<file path="config.mk">
export PLATFORM = sky130hd
export DESIGN_NAME = pds_target_responder
export DESIGN_NICKNAME = d
export VERILOG_FILES = /design/src/rtl/pds_pkg.sv /design/src/rtl/pds_regbank.sv /design/src/rtl/pds_target_responder.sv
export SDC_FILE = /design/constraint.sdc
export NUM_CORES = 1
export LEC_CHECK = 0
export BUFFER_PORTS_ARGS = -buffer_cell sky130_fd_sc_hd__buf_2
export CAP_MARGIN = 20
export CORE_MARGIN = 1.5
export CORE_UTILIZATION = 30
export DETAILED_ROUTE_END_ITERATION = 12
export PLACE_DENSITY = 0.53
export REMOVE_ABC_BUFFERS = 1
export SYNTH_ARGS = -nofsm -noshare
export SYNTH_HDL_FRONTEND = slang
export SYNTH_SLANG_ARGS = --single-unit
</file>
<file path="constraint.sdc">
create_clock -name C16M -period 2.2 [get_ports C16M]
set_clock_uncertainty 0.2 [all_clocks]
set_input_delay 0.22 -clock C16M [delete_from_list [all_inputs] [get_ports C16M]]
set_output_delay 0.22 -clock C16M [all_outputs]
set_load 0.05 [all_outputs]
</file>
<file path="src/rtl/pds_pkg.sv">
// pds_pkg: shared definitions for the PDS target responder.
//   pdsState_t  - responder FSM states
//   pdsTerm_t   - kind of bus termination a cycle ends with
//   IDX_*       - register index region boundaries
package pds_pkg;

    typedef enum logic [2:0] {
        IDLE,
        DEC,
        WAIT,
        ACK,
        VPAWAIT,
        VPAE,
        BERR,
        HOLD
    } pdsState_t;

    typedef enum logic [1:0] {
        TERM_DTACK,
        TERM_VPA,
        TERM_BERR
    } pdsTerm_t;

    localparam logic [3:0] IDX_STAT     = 4'd7;
    localparam logic [3:0] IDX_VPA_LO   = 4'd8;
    localparam logic [3:0] IDX_UNMAPPED = 4'd12;

endpackage

</file>
<file path="src/rtl/pds_regbank.sv">
// pds_regbank: register bank behind the PDS responder.
//   clk, rst        - clock and synchronous active-high reset
//   wrEn            - commit strobe for one write
//   wrIdx, wrLanes  - target register and byte lanes {upper, lower}
//   wrData          - write data
//   rdIdx, rdData   - combinational read port (index 7 shows stat)
//   stat            - read-only status input
//   cfg0            - register 0 contents
module pds_regbank
    import pds_pkg::*;
#(
    parameter logic [15:0] RESET_CFG = 16'h0000
) (
    input  logic        clk,
    input  logic        rst,
    input  logic        wrEn,
    input  logic [3:0]  wrIdx,
    input  logic [1:0]  wrLanes,
    input  logic [15:0] wrData,
    input  logic [3:0]  rdIdx,
    input  logic [15:0] stat,
    output logic [15:0] rdData,
    output logic [15:0] cfg0
);

    // Indices 12-15 are unmapped, so only 0-11 need storage.
    logic [15:0] regs [0:11];

    always_ff @(posedge clk) begin
        if (rst) begin
            regs    <= '{default: '0};
            regs[0] <= RESET_CFG;
        end else if (wrEn && (wrIdx < IDX_UNMAPPED) && (wrIdx != IDX_STAT)) begin
            if (wrLanes[1]) regs[wrIdx][15:8] <= wrData[15:8];
            if (wrLanes[0]) regs[wrIdx][7:0]  <= wrData[7:0];
        end
    end

    always_comb begin
        rdData = '0;
        if (rdIdx == IDX_STAT)
            rdData = stat;
        else if (rdIdx < IDX_UNMAPPED)
            rdData = regs[rdIdx];
    end

    assign cfg0 = regs[0];

endmodule

</file>
<file path="src/rtl/pds_target_responder.sv">
// pds_target_responder: bus-slave end of the Mac PDS/IOB bus.
// Decodes a 32-byte window at WIN_BASE and serves a 16-entry register map.
//   C16M, RES                 - clock, synchronous active-high reset
//   A_IOB, nAS/nUDS/nLDS/nWE  - PDS address and strobes
//   nVMA_IOB, E               - 6800-style handshake inputs
//   D_IN / D_OUT, D_OE        - write data / read data and its buffer enable
//   STAT                      - read-only status, visible at index 7
//   nDTACK/nVPA/nBERR_IOBout  - terminations, driven while TERM_OE=1
//   CFG0                      - register 0 contents
module pds_target_responder
    import pds_pkg::*;
#(
    parameter logic [18:0] WIN_BASE    = 19'h7FFF8,
    parameter int unsigned WAIT_STATES = 2,
    parameter logic [15:0] RESET_CFG   = 16'h0000
) (
    input  logic        C16M,
    input  logic        RES,
    input  logic [22:0] A_IOB,
    input  logic        nAS_IOB,
    input  logic        nUDS_IOB,
    input  logic        nLDS_IOB,
    input  logic        nWE_IOB,
    input  logic        nVMA_IOB,
    input  logic        E,
    input  logic [15:0] D_IN,
    input  logic [15:0] STAT,
    output logic [15:0] D_OUT,
    output logic        D_OE,
    output logic        nDTACK_IOBout,
    output logic        nVPA_IOBout,
    output logic        nBERR_IOBout,
    output logic        TERM_OE,
    output logic [15:0] CFG0
);

    logic        nAsR, nUdsR, nLdsR, nWeR, nVmaR, eR, eRPrev;
    logic [22:0] addrR;
    logic [15:0] dinR;

    always_ff @(posedge C16M) begin
        if (RES) begin
            nAsR   <= 1'b1;
            nUdsR  <= 1'b1;
            nLdsR  <= 1'b1;
            nWeR   <= 1'b1;
            nVmaR  <= 1'b1;
            eR     <= 1'b0;
            eRPrev <= 1'b0;
            addrR  <= '0;
            dinR   <= '0;
        end else begin
            nAsR   <= nAS_IOB;
            nUdsR  <= nUDS_IOB;
            nLdsR  <= nLDS_IOB;
            nWeR   <= nWE_IOB;
            nVmaR  <= nVMA_IOB;
            eR     <= E;
            eRPrev <= eR;
            addrR  <= A_IOB;
            dinR   <= D_IN;
        end
    end

    logic       hit, eFall;
    logic [3:0] idxIn;

    assign idxIn = addrR[3:0];
    assign hit   = !nAsR && (!nUdsR || !nLdsR) && (addrR[22:4] == WIN_BASE);
    assign eFall = eRPrev && !eR;

    pdsState_t   state, stateNext;
    pdsTerm_t    term;
    logic [3:0]  cnt, cntNext, latIdx;
    logic [1:0]  latLanes;
    logic        latWrite, load, commit;
    logic [15:0] dOutR, rdData;

    always_comb begin
        stateNext     = state;
        cntNext       = cnt;
        load          = 1'b0;
        commit        = 1'b0;
        nDTACK_IOBout = 1'b1;
        nVPA_IOBout   = 1'b1;
        nBERR_IOBout  = 1'b1;
        TERM_OE       = 1'b0;
        D_OE          = 1'b0;
        case (state)
            IDLE: begin
                if (hit) begin
                    load = 1'b1;
                    if (idxIn < IDX_VPA_LO)        stateNext = DEC;
                    else if (idxIn < IDX_UNMAPPED) stateNext = VPAWAIT;
                    else                           stateNext = BERR;
                end
            end
            DEC: begin
                if (nAsR) begin
                    stateNext = IDLE;
                end else begin
                    D_OE    = !latWrite;
                    cntNext = 4'(WAIT_STATES);
                    if (WAIT_STATES == 0) begin
                        stateNext = ACK;
                        commit    = latWrite;
                    end else begin
                        stateNext = WAIT;
                    end
                end
            end
            WAIT: begin
                if (nAsR) begin
                    stateNext = IDLE;
                end else begin
                    D_OE = !latWrite;
                    if (cnt == 4'd0) begin
                        stateNext = ACK;
                        commit    = latWrite;
                    end else begin
                        cntNext = cnt - 4'd1;
                    end
                end
            end
            ACK: begin
                nDTACK_IOBout = 1'b0;
                TERM_OE       = 1'b1;
                D_OE          = !latWrite;
                stateNext     = HOLD;
            end
            VPAWAIT: begin
                if (nAsR) begin
                    stateNext = IDLE;
                end else begin
                    nVPA_IOBout = 1'b0;
                    TERM_OE     = 1'b1;
                    if (!nVmaR) begin
                        D_OE      = !latWrite;
                        stateNext = VPAE;
                    end
                end
            end
            VPAE: begin
                if (nAsR) begin
                    stateNext = IDLE;
                end else begin
                    nVPA_IOBout = 1'b0;
                    TERM_OE     = 1'b1;
                    D_OE        = !latWrite;
                    if (eFall) begin
                        commit    = latWrite;
                        stateNext = HOLD;
                    end
                end
            end
            BERR: begin
                nBERR_IOBout = 1'b0;
                TERM_OE      = 1'b1;
                stateNext    = HOLD;
            end
            HOLD: begin
                // The exit cycle still drives the pins, now high, as an active pull-up.
                TERM_OE = 1'b1;
                if (nAsR) begin
                    stateNext = IDLE;
                end else begin
                    nDTACK_IOBout = !(term == TERM_DTACK);
                    nVPA_IOBout   = !(term == TERM_VPA);
                    nBERR_IOBout  = !(term == TERM_BERR);
                    D_OE          = !latWrite && (term != TERM_BERR);
                end
            end
            default: stateNext = IDLE;
        endcase
    end

    // Cycle attributes are captured on the decode edge so they are already
    // valid during DEC/VPAWAIT, letting reads drive D_OUT from that cycle.
    always_ff @(posedge C16M) begin
        if (RES) begin
            state    <= IDLE;
            cnt      <= '0;
            latIdx   <= '0;
            latWrite <= 1'b0;
            latLanes <= '0;
            term     <= TERM_DTACK;
            dOutR    <= '0;
        end else begin
            state <= stateNext;
            cnt   <= cntNext;
            if (load) begin
                latIdx   <= idxIn;
                latWrite <= !nWeR;
                latLanes <= {!nUdsR, !nLdsR};
                if (idxIn < IDX_VPA_LO)        term <= TERM_DTACK;
                else if (idxIn < IDX_UNMAPPED) term <= TERM_VPA;
                else                           term <= TERM_BERR;
                if (nWeR && (idxIn < IDX_UNMAPPED))
                    dOutR <= rdData;
            end
        end
    end

    assign D_OUT = dOutR;

    pds_regbank #(
        .RESET_CFG(RESET_CFG)
    ) uRegbank (
        .clk    (C16M),
        .rst    (RES),
        .wrEn   (commit),
        .wrIdx  (latIdx),
        .wrLanes(latLanes),
        .wrData (dinR),
        .rdIdx  (idxIn),
        .stat   (STAT),
        .rdData (rdData),
        .cfg0   (CFG0)
    );

endmodule

</file>
Word-level counts from Yosys, hierarchy flattened
Cells that the tools add are included.

Register bits: 270. Bits of input ports: 63. Word-level logic and storage cells: 141.

Add/sub/neg operators: 1. Order comparisons: 6. Equal/unequal tests: 21. Mux-type cells: 54. Bitwise operators: 2. Reductions and logical operators: 29.

Operator list (count): $mux W192 (4); $bwmux W192 (2); $demux W16 S4 (2); $mux W16 (5); $bmux W16 S4 (1); $mux W3 (9); $pmux W3 S7 (1); $eq A19 B19 Y1 const B (1); $mux W1 (15); $eq A3 B3 Y1 const B (4); $lt A4 B4 Y1 const B (3); $mux W4 (3); $ne A2 B2 Y1 const B (6); $ge A5 B5 Y1 const B (2); $not A4 Y5 (2); $pmux W1 S2 (5); $logic_not A1 Y1 (9); $ne A3 B3 Y1 const B (3); $logic_and A1 B1 Y1 (8); $mux W2 (4); $mux W8 (1); $pmux W4 S2 (1); $eq A3 B2 Y1 const B (2); $reduce_or A3 Y1 (2); 17 further kinds (18).

Longest topological paths before layout
Gate-level depths: netlist of the first run.

Word-level depth: 11. Gate-level depth with buffers: 9.

Hierarchy
A second synthesis of the first run with hierarchy kept.

Cell total of the unflattened synthesis: 1292. Area total of the unflattened synthesis: 11423.5 µm².

By module, submodules not included: pds_regbank (instances 1, cells an instance 1005, area each 8539.4 µm², sequential area each 3523.4 µm²); pds_target_responder (instances 1, cells an instance 287, area each 2884.0 µm², sequential area each 1561.5 µm²).

Worst setup path after synthesis of the first run
OpenSTA, ideal clock, no wires.

Path type: flip-flop to output port. Start point: reg state[2]. End point: out D_OE. Arrival time: 1.706 ns. Data required time: 1.780 ns. Path slack: 0.074 ns. Cell stages (with the launch flop): 6. Path buffers: 1. Cells stage by stage: dfxtp_1 -> clkbuf_1 -> nor3b_1 -> a21oi_1 -> o32a_1 -> nor2_1.

Word-level cells in the longest chain between the ends: 3. Elaborated cells between the ends (all ways): 8. Those cells by class: 6 x eq/ne; 1 x mux; 1 x reduce/logical.

Ends and longest elaborated chain: start: declaration (RTL line pds_target_responder.sv:72) `pdsState_t state, stateNext;`; start signal: assignment (RTL line pds_target_responder.sv:189) `state <= stateNext;`; $eq A3 B3 Y1 (tied with other cells) (RTL line pds_target_responder.sv:89) `case (state)`; $reduce_or A3 Y1 (no source line); $pmux W1 S4 * (RTL line pds_target_responder.sv:89); end: declaration (RTL line pds_target_responder.sv:29) `output logic D_OE,`.

Mark *: on every way between the ends. The rest lies on a longest branch, timed or not.

Worst setup path after layout of the first run
Same ends and word-level chain as after synthesis.

==> results by group, run 1 <==
Status
  – Status: complete, but fails checks
  – Violated checks: hold timing

Floorplanning
  – Die height: 204.4 um
  – Total Die Area: 41800 um^2
  – Row cnt: 73
  – Placeable core area: 39910 um^2
  – I/O pins: 100
  – Initial core utilization: 0.3050
  – Die span in x: 204.4 um

Worst setup path
  – Element type at the critical path start: register
  – Number of cell instances on the worst register-to-register path: 7
  – Endpoint required time on the critical path: 1.78 ns
  – Origin of the critical flop-to-flop path: cnt[1]
  – Flop-to-flop setup slack: 0.08 ns
  – Arrival time at the worst endpoint: 1.73 ns
  – Biggest fanout along the worst timing path: 8
  – Setup CP Type: register to output port
  – Nature of the critical path endpoint: output port
  – Endpoint of the lowest-slack register-to-register path: uRegbank.regs[122]

Placed design
  – DPL Wire Length: 23180 um
  – Number of buffers added on ports: 99
  – Routability Congestion: 0.7674

Min path
  – Critical hold path startpoint: RES
  – Endpoint of the worst hold-timing path: addrR[3]
  – Worst hold path stage count: 2
  – Hold Crit Class: input pin to register

Cells and area
  – Area delta synth->final: 23.93%
  – Sequential cell area: 5100 um^2
  – Final antenna diode count: 0
  – Final nets: 1415
  – Area taken by multi-input logic gates: 6349 um^2
  – Layout cell share with drive strength beyond 1: 0.2607
  – Number of filler cells placed in the layout: 3921
  – Most used cells in the layout excluding fill and tap cells: 248 x dfxtp_1, 191 x a21oi_1, 182 x nand4_1
  – Most common library cell in the layout ignoring fill and taps: dfxtp_1

Clock network
  – Worst-skew pair later-pin latency: 0.57 ns
  – H-Tree Level Count: 1
  – Sinks on Clock Net: 254
  – Clock Path Buffers: 3
  – Clock tree from TritonCTS: done
  – Number of buffers created by CTS: 30
  – CTS clk-pin slew, worst paths: 0.06 ns
  – Clk Tree Root Cell: clkbuf_16

Global routing
  – Via count of the first global-routing pass: 10910
  – Antenna violations before repair: 0
  – Largest net degree at the start of global routing: 96
  – All-Layer GR Usage: 0.1919
  – Wire length of the first global-routing pass: 63830 um
  – Overflow after GRT: 0

Power
  – Leakage Power: 4.823 nW
  – Sequential share of power: 0.456
  – Net switching fraction of the power: 0.2266
  – Switching power: 0.002349 W
  – Pwr dens: 687.0 nW/um^2
  – Combinational share of power: 0.043
  – Internal power: 0.008017 W
  – Peak supply drop: 454.1 uV
  – Share of total power in the clock network: 0.501

STA
  – Unrepaired setup endpoints after global routing: true
  – Shortest period the worst path allows: 2.148 ns
  – Final Slew Violations: 0
  – Setup TNS: 0 ns
  – Period Utilization, post-route: 0.9763
  – Final Setup Violations: 0
  – Worst hold margin: -0.006805 ns
  – Slew headroom: 0.5814
  – Hold violation count in the final report: 1
  – Fmax: 0.4656 GHz
  – Transition time at the pin with the least slew margin: 0.6279 ns

Synth
  – Avg Inst Size Synth: 9.379 um^2
  – Async set or reset register ratio after synthesis: 0
  – Total number of yosys warnings: 0
  – Dominant register cell in the synthesized netlist: dfxtp_1
  – Number of distinct library cells after synthesis: 55
  – Seq/Total Area, Yosys: 0.4177
  – Number of enable-type register cells in the synthesized netlist: 0
  – Synthesized cell area: 12170 um^2
  – Post-synthesis register bit count: 254
  – Number of instances in the synthesized netlist: 1298

Route
  – Count of nets left with antenna violations after detail routing: 0
  – Total via count after detailed routing: 11130
  – Length of the first detailed-routing pass in iterations: 5
  – Post-DR wirelength/cell: 21.83 um
  – DR DRC count: 0
  – Via/cell ratio: 5.865
  – Violation count after the first detailed-route iteration: 1181
  – Detailed Route WL: 41440 um

Job
  – Max-capacitance violation count: 0
==> cell type report <==
type / count / share of cell area
clock buffer: 46 / 0.05979
clock inverter: 9 / 0.008293
inverter: 6 / 0.001493
multi-input combinational: 834 / 0.4208
sequential: 254 / 0.3380
tap: 525 / 0.04354
timing repair buffer: 224 / 0.1280
==> registers in the layout, summed over array words and instances, names as in the netlist, 2 cells and up <==
name           cells
dinR              16
uRegbank.cfg0     16
cnt                4
latIdx             4
latLanes           2
addrR             23
state              3
D_OUT             16
uRegbank.regs    160
term               2
==> through the flow <==
step                      area (um^2)  instances  utilization  setup slack [ns]  total power (W)
after floorplan                 11220       1094            -            -3.169         0.004934
after global placement          13270       1789       0.3324           0.05760         0.005212
after detailed placement        13270       1789       0.3324           0.02172         0.005213
after CTS                       14780       1889       0.3702          0.004578          0.01047
after global routing            15090       1898       0.3780          -0.06134          0.01069
final                           15090       1898       0.3780           0.05206          0.01037
==> Yosys cell counts, drive strengths merged, types with 2 or more instances <==
cell type	count	area, um^2
mux2	16	180.2
inv	5	18.77
dfxtp	254	5085
nor3b	5	52.55
ha	2	25.02
nand4	182	1139
o31ai	179	1344
buf	82	496.7
a21oi	192	960.9
nand2	43	161.4
o21a	3	22.52
a32o	2	20.02
or3	3	18.77
nand3	10	50.05
and2	5	31.28
o21ai	11	55.05
nor2b	49	309.1
a311oi	20	175.2
a211oi	2	20.02
clkbuf	122	457.9
nor2	8	32.54
a31oi	16	100.1
or4	3	26.27
nand2b	6	37.54
or2	7	43.80
mux4	48	1081
and3	4	25.02
==> worst max-delay path, cell delays in order (launching register included) <==
cell and delay [ns]:
dfxtp_2 0.36, buf_4 0.17, o32a_1 0.36, nor2_2 0.11
buf_6 0.17
==> timing repair <==
item,CTS,global route
setup endpoints to repair,3,125
buffers inserted,1,6
endpoints found under the hold margin,45,0
pin swaps,2,3
gates resized for setup,12,41
hold buffers,45,0
gates cloned,0,3
==> power groups by stage <==
stage	Combinational (W)	Sequential, W	Clock (W)
finish	0.000448	0.00473	0.00519
global route	0.000481	0.00473	0.00547
CTS	0.000450	0.00472	0.00529
detailed placement	0.000386	0.00483	0
global placement	0.000383	0.00483	0
floorplan	0.000110	0.00482	0
==> kinds of logic after synthesis <==
| group | count (synthesis) | share of synthesized area |
|---|---|---|
| flip-flops | 254 | 0.4177 |
| multiplexers | 65 | 0.1044 |
| AND/OR/NAND/NOR | 333 | 0.1668 |
| buffers and inverters | 210 | 0.08027 |
| adder cells (fa/ha/maj) | 2 | 0.002055 |
| AO/OA/AOI/OAI | 434 | 0.2288 |
==> worst max-delay path by stage <==
| stage | startpoint | endpoint | slack [ns] | cells past startpoint |
|---|---|---|---|---|
| 2_1_floorplan | state[1] | uRegbank.cfg0[0] | -3.17 | 4 |
| 3_3_place_gp | cnt[0] | uRegbank.regs[87] | 0.06 | 7 |
| 3_5_place_dp | cnt[0] | uRegbank.regs[167] | 0.02 | 7 |
| 4_1_cts | state[2] | D_OE | 0.005 | 4 |
| 5_1_grt | state[1] | D_OE | -0.06 | 6 |
| 6_report | state[2] | D_OE | 0.05 | 4 |
==> routing by layer <==
metal	wire, um	up-vias	part of all wire	GRT usage
met5	0	-	0	0
met4	928	0	0.022	0.06539
met3	2579	52	0.062	0.02631
met2	19280	402	0.47	0.3063
met1	18650	5559	0.45	0.2651
li1	-	5119	-	-
Power figures use the tool's default switching activity.
==> inputs of run 2 (changes only) <==
CELL_PAD_IN_SITES_DETAIL_PLACEMENT = 1   (was not set)
CELL_PAD_IN_SITES_GLOBAL_PLACEMENT = 1   (was not set)
PLACE_DENSITY = 0.54   (was 0.53)
==> results by group, run 2 (same netlist as run 1, synthesis figures left out) <==
Placed design
  – Number of buffers added on ports: 99
  – Routability Congestion: 0.7244
  – Placed inst area: 13340 um^2
  – DPL Wire Length: 25890 um
  – Instance count after placement with tap cells included: 1795

Floorplanning
  – Initial core utilization: 0.3050
  – Placeable core area: 39910 um^2
  – Row cnt: 73
  – Die span in x: 204.4 um
  – I/O pins: 100
  – Total Die Area: 41800 um^2
  – Die height: 204.4 um

STA
  – Period Utilization, post-route: 1.003
  – Fmax: 0.4534 GHz
  – Hold violation count in the final report: 0
  – Final Slew Violations: 0
  – Shortest period the worst path allows: 2.206 ns
  – Slew headroom: 0.5519
  – Transition time at the pin with the least slew margin: 0.6721 ns
  – Unrepaired setup endpoints after global routing: true
  – Final Setup Violations: 1
  – Worst hold margin: 0.03620 ns
  – Setup slack after layout: -0.005639 ns

Clock network
  – Number of buffers created by CTS: 31
  – H-Tree Level Count: 1
  – Clock Path Buffers: 3
  – Clock tree from TritonCTS: done
  – Worst-skew pair later-pin latency: 0.58 ns
  – CTS clk-pin slew, worst paths: 0.06 ns
  – Sinks on Clock Net: 254
  – Clk Tree Root Cell: clkbuf_16

Min path
  – Hold Crit Class: input pin to register

Cells and area
  – Flip-flop count of the largest register after layout: 160
  – Most common library cell in the layout ignoring fill and taps: dfxtp_1
  – Post-route insts no fill: 1927
  – Most used cells in the layout excluding fill and tap cells: 246 x dfxtp_1, 188 x a21oi_1, 182 x nand4_1
  – Final nets: 1444
  – Area delta synth->final: 27.44%
  – Sequential cell area: 5107 um^2
  – Final antenna diode count: 0
  – Area taken by multi-input logic gates: 6359 um^2
  – Register name with the most flops: uRegbank.regs
  – Number of filler cells placed in the layout: 4405
  – Layout cell share with drive strength beyond 1: 0.2760
  – Final design area excluding fillers: 15510 um^2
  – Top Registers: uRegbank.regs: 160 flops, addrR: 23 flops

Route
  – Wire length on met3: 1650 um
  – DR DRC count: 0
  – Via/cell ratio: 5.928
  – Violation count after the first detailed-route iteration: 890
  – Total via count after detailed routing: 11420
  – Post-DR wirelength/cell: 25.00 um
  – Length of the first detailed-routing pass in iterations: 5
  – M1 wire length: 22910 um
  – WL met2: 22830 um
  – Detailed Route WL: 48180 um
  – Count of nets left with antenna violations after detail routing: 0
  – Top routing layer in use: met4

Power
  – Pwr dens: 659.0 nW/um^2
  – Leakage Power: 5.053 nW
  – Switching power: 0.002410 W
  – Internal power: 0.007813 W
  – Combinational share of power: 0.047
  – Net switching fraction of the power: 0.2358
  – Peak supply drop: 483.9 uV
  – Sequential share of power: 0.461
  – Share of total power in the clock network: 0.492

Global routing
  – Via count of the first global-routing pass: 11720
  – Largest net degree at the start of global routing: 76
  – Wire length of the first global-routing pass: 71290 um
  – Antenna violations before repair: 0
  – All-Layer GR Usage: 0.2183
  – Overflow after GRT: 0

Worst setup path
  – Setup CP Type: register to register
  – Arrival time at the worst endpoint: 2.46 ns
  – Nature of the critical path endpoint: register
  – Element type at the critical path start: register
  – Biggest fanout along the worst timing path: 32
  – Endpoint required time on the critical path: 2.46 ns

Status
  – Violated checks: setup timing
  – Status: complete, but fails checks

Job
  – Max-capacitance violation count: 0
## run 2: what timing repair did
| item | in CTS | in global routing |
|---|---|---|
| buffers inserted | 7 | 15 |
| hold buffers | 45 | 0 |
| gates resized for setup | 18 | 51 |
| pin swaps | 3 | 7 |
| gates cloned | 1 | 9 |
| endpoints found under the hold margin | 45 | 0 |
| endpoints found under the setup margin | 134 | 171 |
## run 2: cell type report
class                      instances  area share
sequential                       254      0.3292
multi-input combinational        834      0.4098
clock inverter                     7    0.002903
inverter                           6    0.001452
clock buffer                      49     0.06145
tap                              525     0.04234
timing repair buffer             252      0.1528
## run 2: per-stage QoR
| stage | total power, W | setup TNS, ns | worst slack, ns | util |
|---|---|---|---|---|
| after global placement | 0.005231 | -0.1094 | -0.02628 | 0.3342 |
| after floorplan | 0.004934 | -572.95 | -3.169 | - |
| after detailed placement | 0.005234 | -2.892 | -0.1055 | 0.3342 |
| after CTS | 0.01034 | -0.02156 | -0.02156 | 0.3744 |
| after global routing | 0.01056 | -2.446 | -0.04993 | 0.3887 |
| final | 0.01022 | -0.005639 | -0.005639 | 0.3887 |
## run 2: worst paths after layout
kind	start	to	cells after the start	slack (ns)
max reg2reg	cnt[1]	uRegbank.regs[155]	8	-0.006
min reg2reg	nWeR	latWrite	1	0.26
max	cnt[1]	uRegbank.regs[155]	8	-0.006
min	RES	addrR[3]	2	0.04
## run 2: critical path: stages, from the launching register on
cell and delay, ns:
dfxtp_2 0.34, inv_2 0.07, ha_4 0.12, nor3b_4 0.28
a32oi_4 0.15, buf_12 0.18, bufbuf_16 0.33, o31ai_1 0.29
a21oi_1 0.10
## run 2: power groups by stage
stage          logic (W)  registers [W]  clock network [W]
2_1_floorplan   0.000110        0.00482                  0
3_3_place_gp    0.000408        0.00482                  0
3_5_place_dp    0.000412        0.00482                  0
4_1_cts         0.000478        0.00472            0.00514
5_1_grt         0.000508        0.00472            0.00533
6_report        0.000478        0.00472            0.00503
## run 2: metal layers
metal  up-vias  GRT usage
met4         0    0.05751
met2       252     0.3634
met3        58    0.02168
met5         -          0
li1       5180          -
met1      5934     0.3006
==> inputs of run 3 (changes only) <==
PLACE_DENSITY = not set   (was 0.54)
PLACE_DENSITY_LB_ADDON = 0.2   (was not set)
==> results by group, run 3 (same netlist as run 1, synthesis figures left out) <==
STA
  – Unrepaired setup endpoints after global routing: true
  – Shortest period the worst path allows: 2.220 ns
  – Setup TNS: -0.02011 ns
  – Transition time at the pin with the least slew margin: 0.8010 ns
  – Fmax: 0.4504 GHz
  – Setup slack after layout: -0.02011 ns
  – Period Utilization, post-route: 1.009
  – Final Slew Violations: 0
  – Hold violation count in the final report: 0
  – Slew headroom: 0.4660
  – Final Setup Violations: 1

Floorplanning
  – Die span in x: 204.4 um
  – Placeable core area: 39910 um^2
  – Row cnt: 73
  – Total Die Area: 41800 um^2
  – Initial core utilization: 0.3050
  – Die height: 204.4 um
  – I/O pins: 100

Route
  – Detailed Route WL: 48710 um
  – Violation count after the first detailed-route iteration: 661
  – DR DRC count: 0
  – Via/cell ratio: 6.002
  – Top routing layer in use: met4
  – Length of the first detailed-routing pass in iterations: 5
  – Count of nets left with antenna violations after detail routing: 0
  – Total via count after detailed routing: 11450
  – WL met2: 23280 um
  – Wire length on met3: 2168 um
  – Post-DR wirelength/cell: 25.53 um
  – M1 wire length: 22520 um

Clock network
  – Worst-skew pair later-pin latency: 0.58 ns
  – H-Tree Level Count: 1
  – Clock Path Buffers: 3
  – Clock tree from TritonCTS: done
  – CTS clk-pin slew, worst paths: 0.06 ns
  – Number of buffers created by CTS: 30
  – Sinks on Clock Net: 254
  – Clk Tree Root Cell: clkbuf_16

Global routing
  – Antenna violations before repair: 0
  – All-Layer GR Usage: 0.2186
  – Via count of the first global-routing pass: 11750
  – Overflow after GRT: 0
  – Wire length of the first global-routing pass: 71880 um
  – Largest net degree at the start of global routing: 86

Status
  – Status: complete, but fails checks
  – Violated checks: setup timing

Power
  – Pwr dens: 631.2 nW/um^2
  – Leakage Power: 5.048 nW
  – Peak supply drop: 699.1 uV
  – Pwr Total: 0.01013 W

Worst setup path
  – Endpoint required time on the critical path: 1.78 ns
  – Flop-to-flop setup slack: 0.03 ns
  – Biggest fanout along the worst timing path: 4
  – Setup CP Type: register to output port
  – Nature of the critical path endpoint: output port
  – Arrival time at the worst endpoint: 1.80 ns
  – Element type at the critical path start: register

Job
  – Max-capacitance violation count: 0

Cells and area
  – Final design utilization: 0.4022
  – Post-route insts no fill: 1908
  – Final nets: 1431
  – Top Registers: uRegbank.regs: 160 flops, addrR: 23 flops
  – Register name with the most flops: uRegbank.regs
  – Layout cell share with drive strength beyond 1: 0.3355
  – Flip-flop count of the largest register after layout: 160
  – Final antenna diode count: 0
  – Most common library cell in the layout ignoring fill and taps: dfxtp_1
  – Area delta synth->final: 31.88%
  – Most used cells in the layout excluding fill and tap cells: 247 x dfxtp_1, 185 x a21oi_1, 182 x nand4_1
  – Final design area excluding fillers: 16060 um^2

Min path
  – Hold Crit Class: input pin to register

Placed design
  – Instance count after placement with tap cells included: 1794
  – Placed inst area: 13460 um^2
  – DPL Wire Length: 25520 um
  – Routability Congestion: 0.7427
  – Number of buffers added on ports: 99
[run 3: cell types whose count changed in the layout (fill, tap and decap cells not counted), sizes merged]
cell / change
buf: -11
bufbuf: -1
bufinv: +1
clkbuf: -2
clkinv: -3
clkinvlp: -1
inv: -2
[run 3: per-stage QoR]
| step | hold slack (ns) | setup WS [ns] |
|---|---|---|
| after floorplan | 0.08465 | -3.169 |
| after global placement | 0.2063 | 0.03483 |
| after detailed placement | 0.2062 | -0.02676 |
| after CTS | 0.02380 | -0.05290 |
| after global routing | 0.06384 | -0.05800 |
| final | 0.009509 | -0.02011 |
[run 3: worst paths after layout]
check / from / end / depth (start not counted)
hold reg to reg: uRegbank.regs[87] / uRegbank.regs[87] / 2
setup / recovery: nAsR / D_OE / 5
setup reg to reg: nAsR / uRegbank.regs[29] / 8
hold / removal: RES / eR / 2
[run 3: repair_timing]
action,in CTS,in global routing
cloned,0,10
hold buffers,45,0
endpoints found under the hold margin,45,0
gates resized for setup,10,174
setup endpoints to repair,44,178
buffers inserted,0,11
pin swaps,0,5
[run 3: layout make-up]
type / instances / area (um^2)
timing repair buffer: 240 / 2302
tap: 525 / 656.9
clock inverter: 2 / 35.03
sequential: 254 / 5104
fill: 4353 / 23860
multi-input combinational: 834 / 7029
clock buffer: 47 / 905.9
inverter: 6 / 22.52
[run 3: layer usage]
layer / track usage / vias up
li1: - / 5147
met1: 0.3064 / 5958
met2: 0.3563 / 284
met3: 0.02774 / 62
met4: 0.04963 / 0
met5: 0 / -
[run 3: critical path, stage by stage, from the launching register on]
cell     delay [ns]
dfxtp_2        0.32
buf_6          0.12
nor2b_4        0.12
o32a_1         0.37
nor2_2         0.14
buf_6          0.17
[run 3: power breakdown]
group	internal (W)	switching [W]
logic	0.000236	0.000256
registers	0.00464	0.0000788
clock network	0.00289	0.00203
total	0.00777	0.00237
